--- config.mk ---
export PLATFORM = sky130hd
export DESIGN_NAME = keypad_lock
export DESIGN_NICKNAME = d
export VERILOG_FILES = /design/src/rtl/keypad_lock.sv
export SDC_FILE = /design/constraint.sdc
export NUM_CORES = 1
export LEC_CHECK = 0
export CAP_MARGIN = 10
export CORE_MARGIN = 2
export CORE_UTILIZATION = 45
export CTS_CLUSTER_SIZE = 40
export DETAILED_ROUTE_END_ITERATION = 8
export DONT_BUFFER_PORTS = 1
export SLEW_MARGIN = 5
export SYNTH_ARGS = -nofsm -noshare
export SYNTH_HDL_FRONTEND = slang
export SYNTH_SLANG_ARGS = --single-unit
--- constraint.sdc ---
create_clock -name clk -period 3.94 [get_ports clk]
set_input_delay 0.788 -clock clk [delete_from_list [all_inputs] [get_ports clk]]
set_output_delay 0.788 -clock clk [all_outputs]
set_load 0.005 [all_outputs]
--- src/rtl/keypad_lock.sv ---
// Keypad code lock: collects CODE_LEN strobed digits, compares against a programmable code,
// unlocks with auto-relock timeout, and enters a timed lockout after MAX_FAIL mismatches.
module keypad_lock #(
    parameter int unsigned DIGIT_W                       = 4,
    parameter int unsigned CODE_LEN                      = 4,
    parameter logic [DIGIT_W*CODE_LEN-1:0] DEFAULT_CODE  = 16'h1234,
    parameter int unsigned MAX_FAIL                      = 3,
    parameter int unsigned UNLOCK_CYC                    = 500,
    parameter int unsigned LOCKOUT_CYC                   = 1000
) (
    input  logic                            clk,
    input  logic                            rst,
    input  logic                            key_valid,
    input  logic [DIGIT_W-1:0]              key_digit,
    input  logic                            relock,
    input  logic                            prog_req,
    output logic                            locked,
    output logic                            unlocked,
    output logic                            error,
    output logic                            lockout,
    output logic                            prog_mode,
    output logic [$clog2(MAX_FAIL+1)-1:0]   fail_cnt
);

    localparam int unsigned CODE_W  = DIGIT_W * CODE_LEN;
    localparam int unsigned FAIL_W  = $clog2(MAX_FAIL + 1);
    localparam int unsigned TMAX    = (UNLOCK_CYC > LOCKOUT_CYC) ? UNLOCK_CYC : LOCKOUT_CYC;
    localparam int unsigned TIMER_W = $clog2(TMAX + 1);
    localparam int unsigned IDX_W   = $clog2(CODE_LEN + 1);

    localparam logic [TIMER_W-1:0] UNLOCK_LAST  = TIMER_W'(UNLOCK_CYC - 1);
    localparam logic [TIMER_W-1:0] LOCKOUT_LAST = TIMER_W'(LOCKOUT_CYC - 1);
    localparam logic [IDX_W-1:0]   IDX_LAST     = IDX_W'(CODE_LEN - 1);
    localparam logic [FAIL_W-1:0]  FAIL_MAX     = FAIL_W'(MAX_FAIL);

    typedef enum logic [2:0] {
        StEntry,
        StCheck,
        StUnlocked,
        StProg,
        StLockout
    } state_e;

    state_e               state_q, state_d;
    logic [IDX_W-1:0]     idx_q, idx_d;
    logic [CODE_W-1:0]    entry_q, entry_d;
    logic [CODE_W-1:0]    shadow_q, shadow_d;
    logic [CODE_W-1:0]    code_q, code_d;
    logic [FAIL_W-1:0]    fail_q, fail_d;
    logic [TIMER_W-1:0]   timer_q, timer_d;
    logic                 error_q, error_d;
    logic [FAIL_W-1:0]    fail_inc;

    always_ff @(posedge clk) begin
        if (rst) begin
            state_q  <= StEntry;
            idx_q    <= '0;
            entry_q  <= '0;
            shadow_q <= '0;
            code_q   <= DEFAULT_CODE;
            fail_q   <= '0;
            timer_q  <= '0;
            error_q  <= 1'b0;
        end else begin
            state_q  <= state_d;
            idx_q    <= idx_d;
            entry_q  <= entry_d;
            shadow_q <= shadow_d;
            code_q   <= code_d;
            fail_q   <= fail_d;
            timer_q  <= timer_d;
            error_q  <= error_d;
        end
    end

    always_comb begin
        state_d  = state_q;
        idx_d    = idx_q;
        entry_d  = entry_q;
        shadow_d = shadow_q;
        code_d   = code_q;
        fail_d   = fail_q;
        timer_d  = timer_q;
        error_d  = 1'b0;
        fail_inc = (fail_q == FAIL_MAX) ? fail_q : fail_q + 1'b1;

        unique case (state_q)
            StEntry: begin
                if (relock) begin
                    idx_d = '0;
                end else if (key_valid) begin
                    // MSD is entered first, so older digits move up
                    entry_d = (entry_q << DIGIT_W) | CODE_W'(key_digit);
                    if (idx_q == IDX_LAST) begin
                        idx_d   = '0;
                        state_d = StCheck;
                    end else begin
                        idx_d = idx_q + 1'b1;
                    end
                end
            end
            StCheck: begin
                if (entry_q == code_q) begin
                    state_d = StUnlocked;
                    fail_d  = '0;
                    timer_d = '0;
                end else begin
                    error_d = 1'b1;
                    fail_d  = fail_inc;
                    if (fail_inc == FAIL_MAX) begin
                        state_d = StLockout;
                        timer_d = '0;
                    end else begin
                        state_d = StEntry;
                    end
                end
            end
            StUnlocked: begin
                if (relock) begin
                    state_d = StEntry;
                end else if (timer_q == UNLOCK_LAST) begin
                    state_d = StEntry;
                end else if (prog_req) begin
                    state_d = StProg;
                    idx_d   = '0;
                end else begin
                    timer_d = timer_q + 1'b1;
                end
            end
            StProg: begin
                if (relock) begin
                    state_d = StEntry;
                    idx_d   = '0;
                end else if (key_valid) begin
                    shadow_d = (shadow_q << DIGIT_W) | CODE_W'(key_digit);
                    if (idx_q == IDX_LAST) begin
                        code_d  = shadow_d;
                        idx_d   = '0;
                        timer_d = '0;
                        state_d = StUnlocked;
                    end else begin
                        idx_d = idx_q + 1'b1;
                    end
                end
            end
            StLockout: begin
                if (timer_q == LOCKOUT_LAST) begin
                    state_d = StEntry;
                    fail_d  = '0;
                end else begin
                    timer_d = timer_q + 1'b1;
                end
            end
            default: begin
                state_d = StEntry;
                idx_d   = '0;
            end
        endcase
    end

    assign unlocked  = (state_q == StUnlocked) || (state_q == StProg);
    assign locked    = ~unlocked;
    assign lockout   = (state_q == StLockout);
    assign prog_mode = (state_q == StProg);
    assign error     = error_q;
    assign fail_cnt  = fail_q;

endmodule

### After elaboration in Yosys (flattened, before gate mapping)

Index checks and enable logic that the tools add are counted.
W data, S select, Z words.

| word-level totals | value |
|---|---|
| flip-flop bits (word level) | 63 |
| memory bits (writable) | 0 |
| input port bits | 9 |
| bits in read-only memories | 0 |
| memories kept | 0 |
| output and inout bits | 7 |
| word-level logic and storage cells | 93 |
| latch bits | 0 |

| operators by class | value |
|---|---|
| div/mod/pow operators | 0 |
| bitwise gates (word level) | 6 |
| reductions and logical operators | 14 |
| add/subtract/negate cells | 3 |
| shift-type cells | 0 |
| equal/unequal tests | 27 |
| magnitude comparators | 0 |
| multipliers | 0 |
| mux-type cells | 35 |

Operators by type and width:

| kind | count |
|---|---|
| $mux W10 | 9 |
| $mux W3 | 18 |
| $pmux W10 S4 | 1 |
| $or A16 B4 Y16 | 2 |
| $ne A2 B2 Y1 const B | 10 |
| $eq A16 B16 Y1 | 1 |
| $pmux W3 S5 | 1 |
| $add A10 B1 Y10 const B | 1 |
| $eq A10 B10 Y1 const B | 1 |
| $eq A10 B9 Y1 const B | 1 |
| $eq A3 B2 Y1 const B | 3 |
| $pmux W3 S3 | 1 |
| $reduce_and A9 Y1 | 1 |
| $reduce_and A7 Y1 | 1 |
| $mux W2 | 3 |
| $ne A3 B3 Y1 const B | 2 |
| $reduce_and A3 Y1 | 2 |
| $reduce_or A2 Y1 | 3 |
| $reduce_and A5 Y1 | 1 |
| $eq A2 B2 Y1 const B | 2 |
| $ne A2 B1 Y1 const B | 2 |
| $ne A4 B4 Y1 const B | 1 |
| $not A1 Y1 | 4 |
| $pmux W2 S2 | 1 |
| 13 further kinds | 13 |

### Longest topological paths before layout

| logic depth | value |
|---|---|
| depth after elaboration | 6 |
| gate-level depth with buffers | 8 |
| depth with buffers taken out | 7 |

### Worst setup path after synthesis

Ideal clock, no wire load.

| timing path | value |
|---|---|
| kind | input to register |
| start | input port relock |
| end | register timer_q[1] |
| stages | 5 |
| setup slack | 1,777 ps |
| data required time | 3,868 ps |
| setup time | 72 ps |
| arrival time | 2,091 ps |
| path buffers | 0 |
| path through | nand4bb_4 > a211o_1 > a22oi_2 > a21boi_4 > mux2i_1 |

| between the ends | value |
|---|---|
| word-level cells in the longest chain between the ends | 2 |
| elaborated cells on any way between the ends | 3 |
| classes of those cells | 2 x eq/ne; 1 x reduce/logical |

Ends and longest elaborated chain:

| what | line | text |
|---|---|---|
| start, declared | 15 | `input logic relock,` |
| $ne A2 B2 Y1 (no source line) | - |  |
| $reduce_and A9 Y1 (no source line) (*) | - |  |
| end signal, assigned | 71 | `timer_q <= timer_d;` |
| end, declared | 50 | `logic [TIMER_W-1:0] timer_q, timer_d;` |

Every way passes the cells marked *; elsewhere a longest branch is shown, timed or not.
A chain may end at the register's enable or synchronous reset.

### Worst setup path in the final report

| timing path | value |
|---|---|
| start | register state_q[1] |
| end | output port prog_mode |

| between the ends | value |
|---|---|
| word-level cells in the longest chain between the ends | 1 |

Ends and longest elaborated chain:

| what | line | text |
|---|---|---|
| start, declared | 44 | `state_e state_q, state_d;` |
| start signal, assigned | 56 | `state_q <= StEntry;` |
| start signal, assigned | 65 | `state_q <= state_d;` |
| $eq A3 B2 Y1 | 164 | `assign prog_mode = (state_q == StProg);` |
| end, declared | 21 | `output logic prog_mode,` |

Every way passes these cells.

==> metrics.txt <==
# TYPE chip_impl_metric gauge
chip_impl_metric{name="vias_in_the_first_global_route",unit=""} 2062
chip_impl_info{name="timing_worst_setup_path_type",value="reg2out"} 1
chip_impl_metric{name="yosysUniqueCellTypes",unit=""} 45
chip_impl_metric{name="timing.critical_path.arrival",unit="ns"} 1.51
chip_impl_metric{name="drt_wl_total",unit="µm"} 5911
chip_impl_metric{name="layout-area-overhead-vs-synth",unit="%"} 9.271
chip_impl_metric{name="cell_internal_pwr",unit="mW"} 1.018
chip_impl_metric{name="final-max-slew-violation-count",unit=""} 0
chip_impl_metric{name="initial_antenna_violation_count",unit=""} 0
chip_impl_metric{name="synth_adder_area_share",unit="%"} 0.8584
chip_impl_metric{name="synthCells",unit=""} 334
chip_impl_metric{name="via_count",unit=""} 2217
chip_impl_metric{name="p_leak",unit="nW"} 1.204
chip_impl_metric{name="post-cts-setup-buffer-count",unit=""} 0
chip_impl_metric{name="die_x",unit="µm"} 84.49
chip_impl_metric{name="power.combinational.fraction",unit="%"} 2.0
chip_impl_metric{name="setup_slack",unit="ns"} 1.641
chip_impl_metric{name="design_power",unit="mW"} 1.313
chip_impl_metric{name="worst-path-max-fanout",unit=""} 10
chip_impl_metric{name="clock_skew",unit="ns"} 0.008590
chip_impl_info{name="setup.worst_path.start_class",value="register"} 1
chip_impl_metric{name="power_dissipated_by_switching_net_loads",unit="mW"} 0.2952
chip_impl_metric{name="place_congestion",unit=""} 0.8057
chip_impl_metric{name="clock_tree.htree_level_count",unit=""} 3
chip_impl_metric{name="placement_rows",unit=""} 29
chip_impl_metric{name="final-seq-area",unit="µm²"} 1261
chip_impl_metric{name="syn_area",unit="µm²"} 2915
chip_impl_info{name="min-delay-path-class",value="reg2reg"} 1
chip_impl_metric{name="fp.dieArea",unit="µm²"} 7139
chip_impl_info{name="yosysMostFrequentCell",value="sky130_fd_sc_hd__dfxtp_1"} 1
chip_impl_metric{name="synth_compound_gate_area_share",unit="%"} 12.92
chip_impl_metric{name="drc",unit=""} 0
chip_impl_metric{name="synth_edf_count",unit=""} 0
chip_impl_metric{name="placed_cells_incl_taps",unit=""} 397
chip_impl_info{name="ys_top_cells_by_area",value="sky130_fd_sc_hd__dfxtp_1 (43%), sky130_fd_sc_hd__mux2i_1 (10%), sky130_fd_sc_hd__nor2_1 (5.7%), sky130_fd_sc_hd__nand2_1 (5.4%), sky130_fd_sc_hd__xor2_1 (4.8%)"} 1
chip_impl_metric{name="avgViaCountPerCell",unit=""} 5.368
chip_impl_metric{name="sw_frac_of_total",unit="%"} 22.48
chip_impl_metric{name="drt_pass_1_iters",unit=""} 5
chip_impl_metric{name="finish.net_count",unit=""} 342
chip_impl_metric{name="initial_utilization",unit="%"} 46.18
chip_impl_metric{name="dp_slack",unit="ns"} 1.530
chip_impl_metric{name="multi_input_gate_area",unit="µm²"} 1544
chip_impl_metric{name="cts_resized",unit=""} 0
chip_impl_metric{name="clock_tree.buffer_depth",unit=""} 2
chip_impl_metric{name="synth_async_sr_flop_share",unit="%"} 0
chip_impl_info{name="postSynth.topFlopCell",value="sky130_fd_sc_hd__dfxtp_1"} 1
chip_impl_metric{name="max-cap-violations",unit=""} 0
chip_impl_metric{name="report.final.hold_viol_count",unit=""} 0
chip_impl_metric{name="postCtsHoldBufs",unit=""} 0
chip_impl_metric{name="power.sequential.fraction",unit="%"} 49.0
chip_impl_metric{name="first_iter_violations",unit=""} 142
chip_impl_metric{name="synth.avg_cell_area",unit="µm²"} 8.728
chip_impl_metric{name="die_h",unit="µm"} 84.49
chip_impl_info{name="grt_setup_unrepaired",value="false"} 1
chip_impl_metric{name="timing.final.setup_violations",unit=""} 0
chip_impl_metric{name="post_synth_and_or_nand_nor_area_fraction",unit="%"} 24.12
chip_impl_metric{name="power_density",unit="nW/µm²"} 412.3
chip_impl_metric{name="min_period",unit="ns"} 2.299
chip_impl_metric{name="pin_count_of_the_biggest_net_entering_global_routing",unit=""} 68
chip_impl_metric{name="grt_use_total",unit="%"} 17.85
chip_impl_metric{name="layout.filler_cells",unit=""} 623
chip_impl_info{name="tritoncts_clock_tree",value="built"} 1
chip_impl_metric{name="critPathRequiredTime",unit="ns"} 3.15
chip_impl_metric{name="cts_inserted_buffers",unit=""} 9
chip_impl_info{name="cts_root_buf",value="sky130_fd_sc_hd__clkbuf_8"} 1
chip_impl_metric{name="irDropWorstVdd",unit="µV"} 248.8
chip_impl_metric{name="finalCritPeriodShare",unit="%"} 58.34
chip_impl_info{name="outcome",value="finished clean"} 1
chip_impl_metric{name="placement.io_buffers",unit=""} 0
chip_impl_metric{name="fin_cells",unit=""} 413
chip_impl_metric{name="clk_transition_reported_paths",unit="ns"} 0.08
chip_impl_metric{name="muxShareOfSynthArea",unit="%"} 9.957
chip_impl_metric{name="worst_slew_pin_slew",unit="ns"} 1.011
chip_impl_metric{name="globalRoute.totalOverflow",unit=""} 0
chip_impl_info{name="synth_top_cells_by_count",value="sky130_fd_sc_hd__dfxtp_1 (63), sky130_fd_sc_hd__nor2_1 (44), sky130_fd_sc_hd__nand2_1 (42), sky130_fd_sc_hd__mux2i_1 (29), sky130_fd_sc_hd__a21oi_1 (18)"} 1
chip_impl_metric{name="grt_pass1_wl",unit="µm"} 10190
chip_impl_metric{name="synth_warnings",unit=""} 0
chip_impl_metric{name="clock_power_share",unit="%"} 49.0
chip_impl_metric{name="timing.fmax",unit="MHz"} 435.0
chip_impl_metric{name="ioPinCount",unit=""} 16
chip_impl_metric{name="coreArea",unit="µm²"} 6314
chip_impl_metric{name="synth_seq_area_share",unit="%"} 43.26
chip_impl_metric{name="detail_route.wl_per_cell",unit="µm"} 14.31
chip_impl_metric{name="synth-xor-area-share",unit="%"} 5.107
chip_impl_metric{name="final.setup.tns",unit="ns"} 0
chip_impl_metric{name="ant_nets",unit=""} 0
chip_impl_info{name="worst_setup_path_end_kind",value="output pin"} 1
chip_impl_metric{name="yosys_register_bits",unit=""} 63
chip_impl_metric{name="clkLatencyLatePin",unit="ns"} 0.35
chip_impl_metric{name="drive_gt1_share",unit="%"} 7.738
chip_impl_info{name="synthDominantAreaCellType",value="sky130_fd_sc_hd__dfxtp_1"} 1
chip_impl_info{name="main_combinational_cell_family_by_area_after_synthesis",value="simple AND/OR/NAND/NOR gates"} 1
chip_impl_metric{name="synth_fp_nets",unit=""} 345
chip_impl_metric{name="insertedDiodeCount",unit=""} 0
chip_impl_metric{name="timing.max_slew.rel_slack",unit="%"} 32.38
chip_impl_metric{name="synth_top_area_share",unit="%"} 43.26
chip_impl_metric{name="hpwl",unit="µm"} 3887
chip_impl_metric{name="numClockSinks",unit=""} 63
critical path, stage by stage (launching register included):
cell and delay [ns]:
sky130_fd_sc_hd__dfxtp_1 0.55, sky130_fd_sc_hd__nor2b_1 0.34, sky130_fd_sc_hd__nand2_1 0.16, sky130_fd_sc_hd__inv_1 0.13
layout make-up:
cell class / count / share of cell area [%]
multi-input combinational: 245 / 48.47
sequential: 63 / 39.59
clock buffer: 9 / 3.888
clock inverter: 7 / 3.260
tap: 77 / 3.024
inverter: 9 / 1.060
timing repair buffer: 3 / 0.7070
flip-flops by register name (all words and copies together) (netlist names):
signal,cells
timer_q,10
error,1
entry_q,16
idx_q,3
shadow_q,12
fail_cnt,2
state_q,3
code_q,16
cell families (layout without fill, tap and decap cells):
group | after synthesis | after routing
buffers and inverters | 26 | 28
AND/OR/NAND/NOR | 141 | 141
adder cells (fa/ha/maj) | 2 | 2
AO/OA/AOI/OAI | 56 | 56
flip-flops | 63 | 63
multiplexers | 29 | 29
XOR/XNOR | 17 | 17
per-layer routing:
layer	global-route usage, %	routed length [µm]	up-vias
met1	26.56	3146	1017
met3	4.523	248	11
met4	8.658	122	0
met2	23.77	2393	32
met5	0	0	-
li1	-	-	1157
path summary, 6_finish.rpt:
| kind | start | endpoint | slack (ns) | cells past startpoint |
|---|---|---|---|---|
| hold reg to reg | shadow_q[10] | code_q[14] | 0.45 | 2 |
| hold / removal | shadow_q[10] | code_q[14] | 0.45 | 2 |
| setup reg to reg | state_q[1] | code_q[10] | 1.71 | 5 |
| setup / recovery | state_q[1] | prog_mode | 1.64 | 3 |
power groups by stage:
| stage | Sequential, mW | Combinational (mW) | Clock, mW |
|---|---|---|---|
| after floorplan | 0.658 | 0.0300 | 0 |
| after global placement | 0.659 | 0.0253 | 0 |
| after detailed placement | 0.659 | 0.0257 | 0 |
| after CTS | 0.644 | 0.0258 | 0.654 |
| after global routing | 0.645 | 0.0291 | 0.688 |
| final | 0.644 | 0.0256 | 0.644 |
cell usage in the layout, fill, tap and decap left out, types with 6 or more instances in the layout:
cell and n:
sky130_fd_sc_hd__dfxtp_1 63, sky130_fd_sc_hd__inv_1 9, sky130_fd_sc_hd__and3_1 6, sky130_fd_sc_hd__nand2b_1 9, sky130_fd_sc_hd__a21oi_1 18, sky130_fd_sc_hd__nand2_1 42, sky130_fd_sc_hd__nor3_1 7, sky130_fd_sc_hd__o21ai_0 12
sky130_fd_sc_hd__nand3b_1 7, sky130_fd_sc_hd__mux2i_1 29, sky130_fd_sc_hd__xor2_1 16, sky130_fd_sc_hd__nor2_1 44, sky130_fd_sc_hd__clkbuf_8 9
through the flow:
step	util, %	hold WS (ns)	cell area (µm²)
2_1_floorplan	-	0.4312	2915
3_3_place_gp	46.85	0.4358	2958
3_5_place_dp	46.85	0.4420	2958
4_1_cts	50.46	0.4528	3186
5_1_grt	50.46	0.4720	3186
6_report	50.46	0.4528	3186
Power figures use the tool's default switching activity.
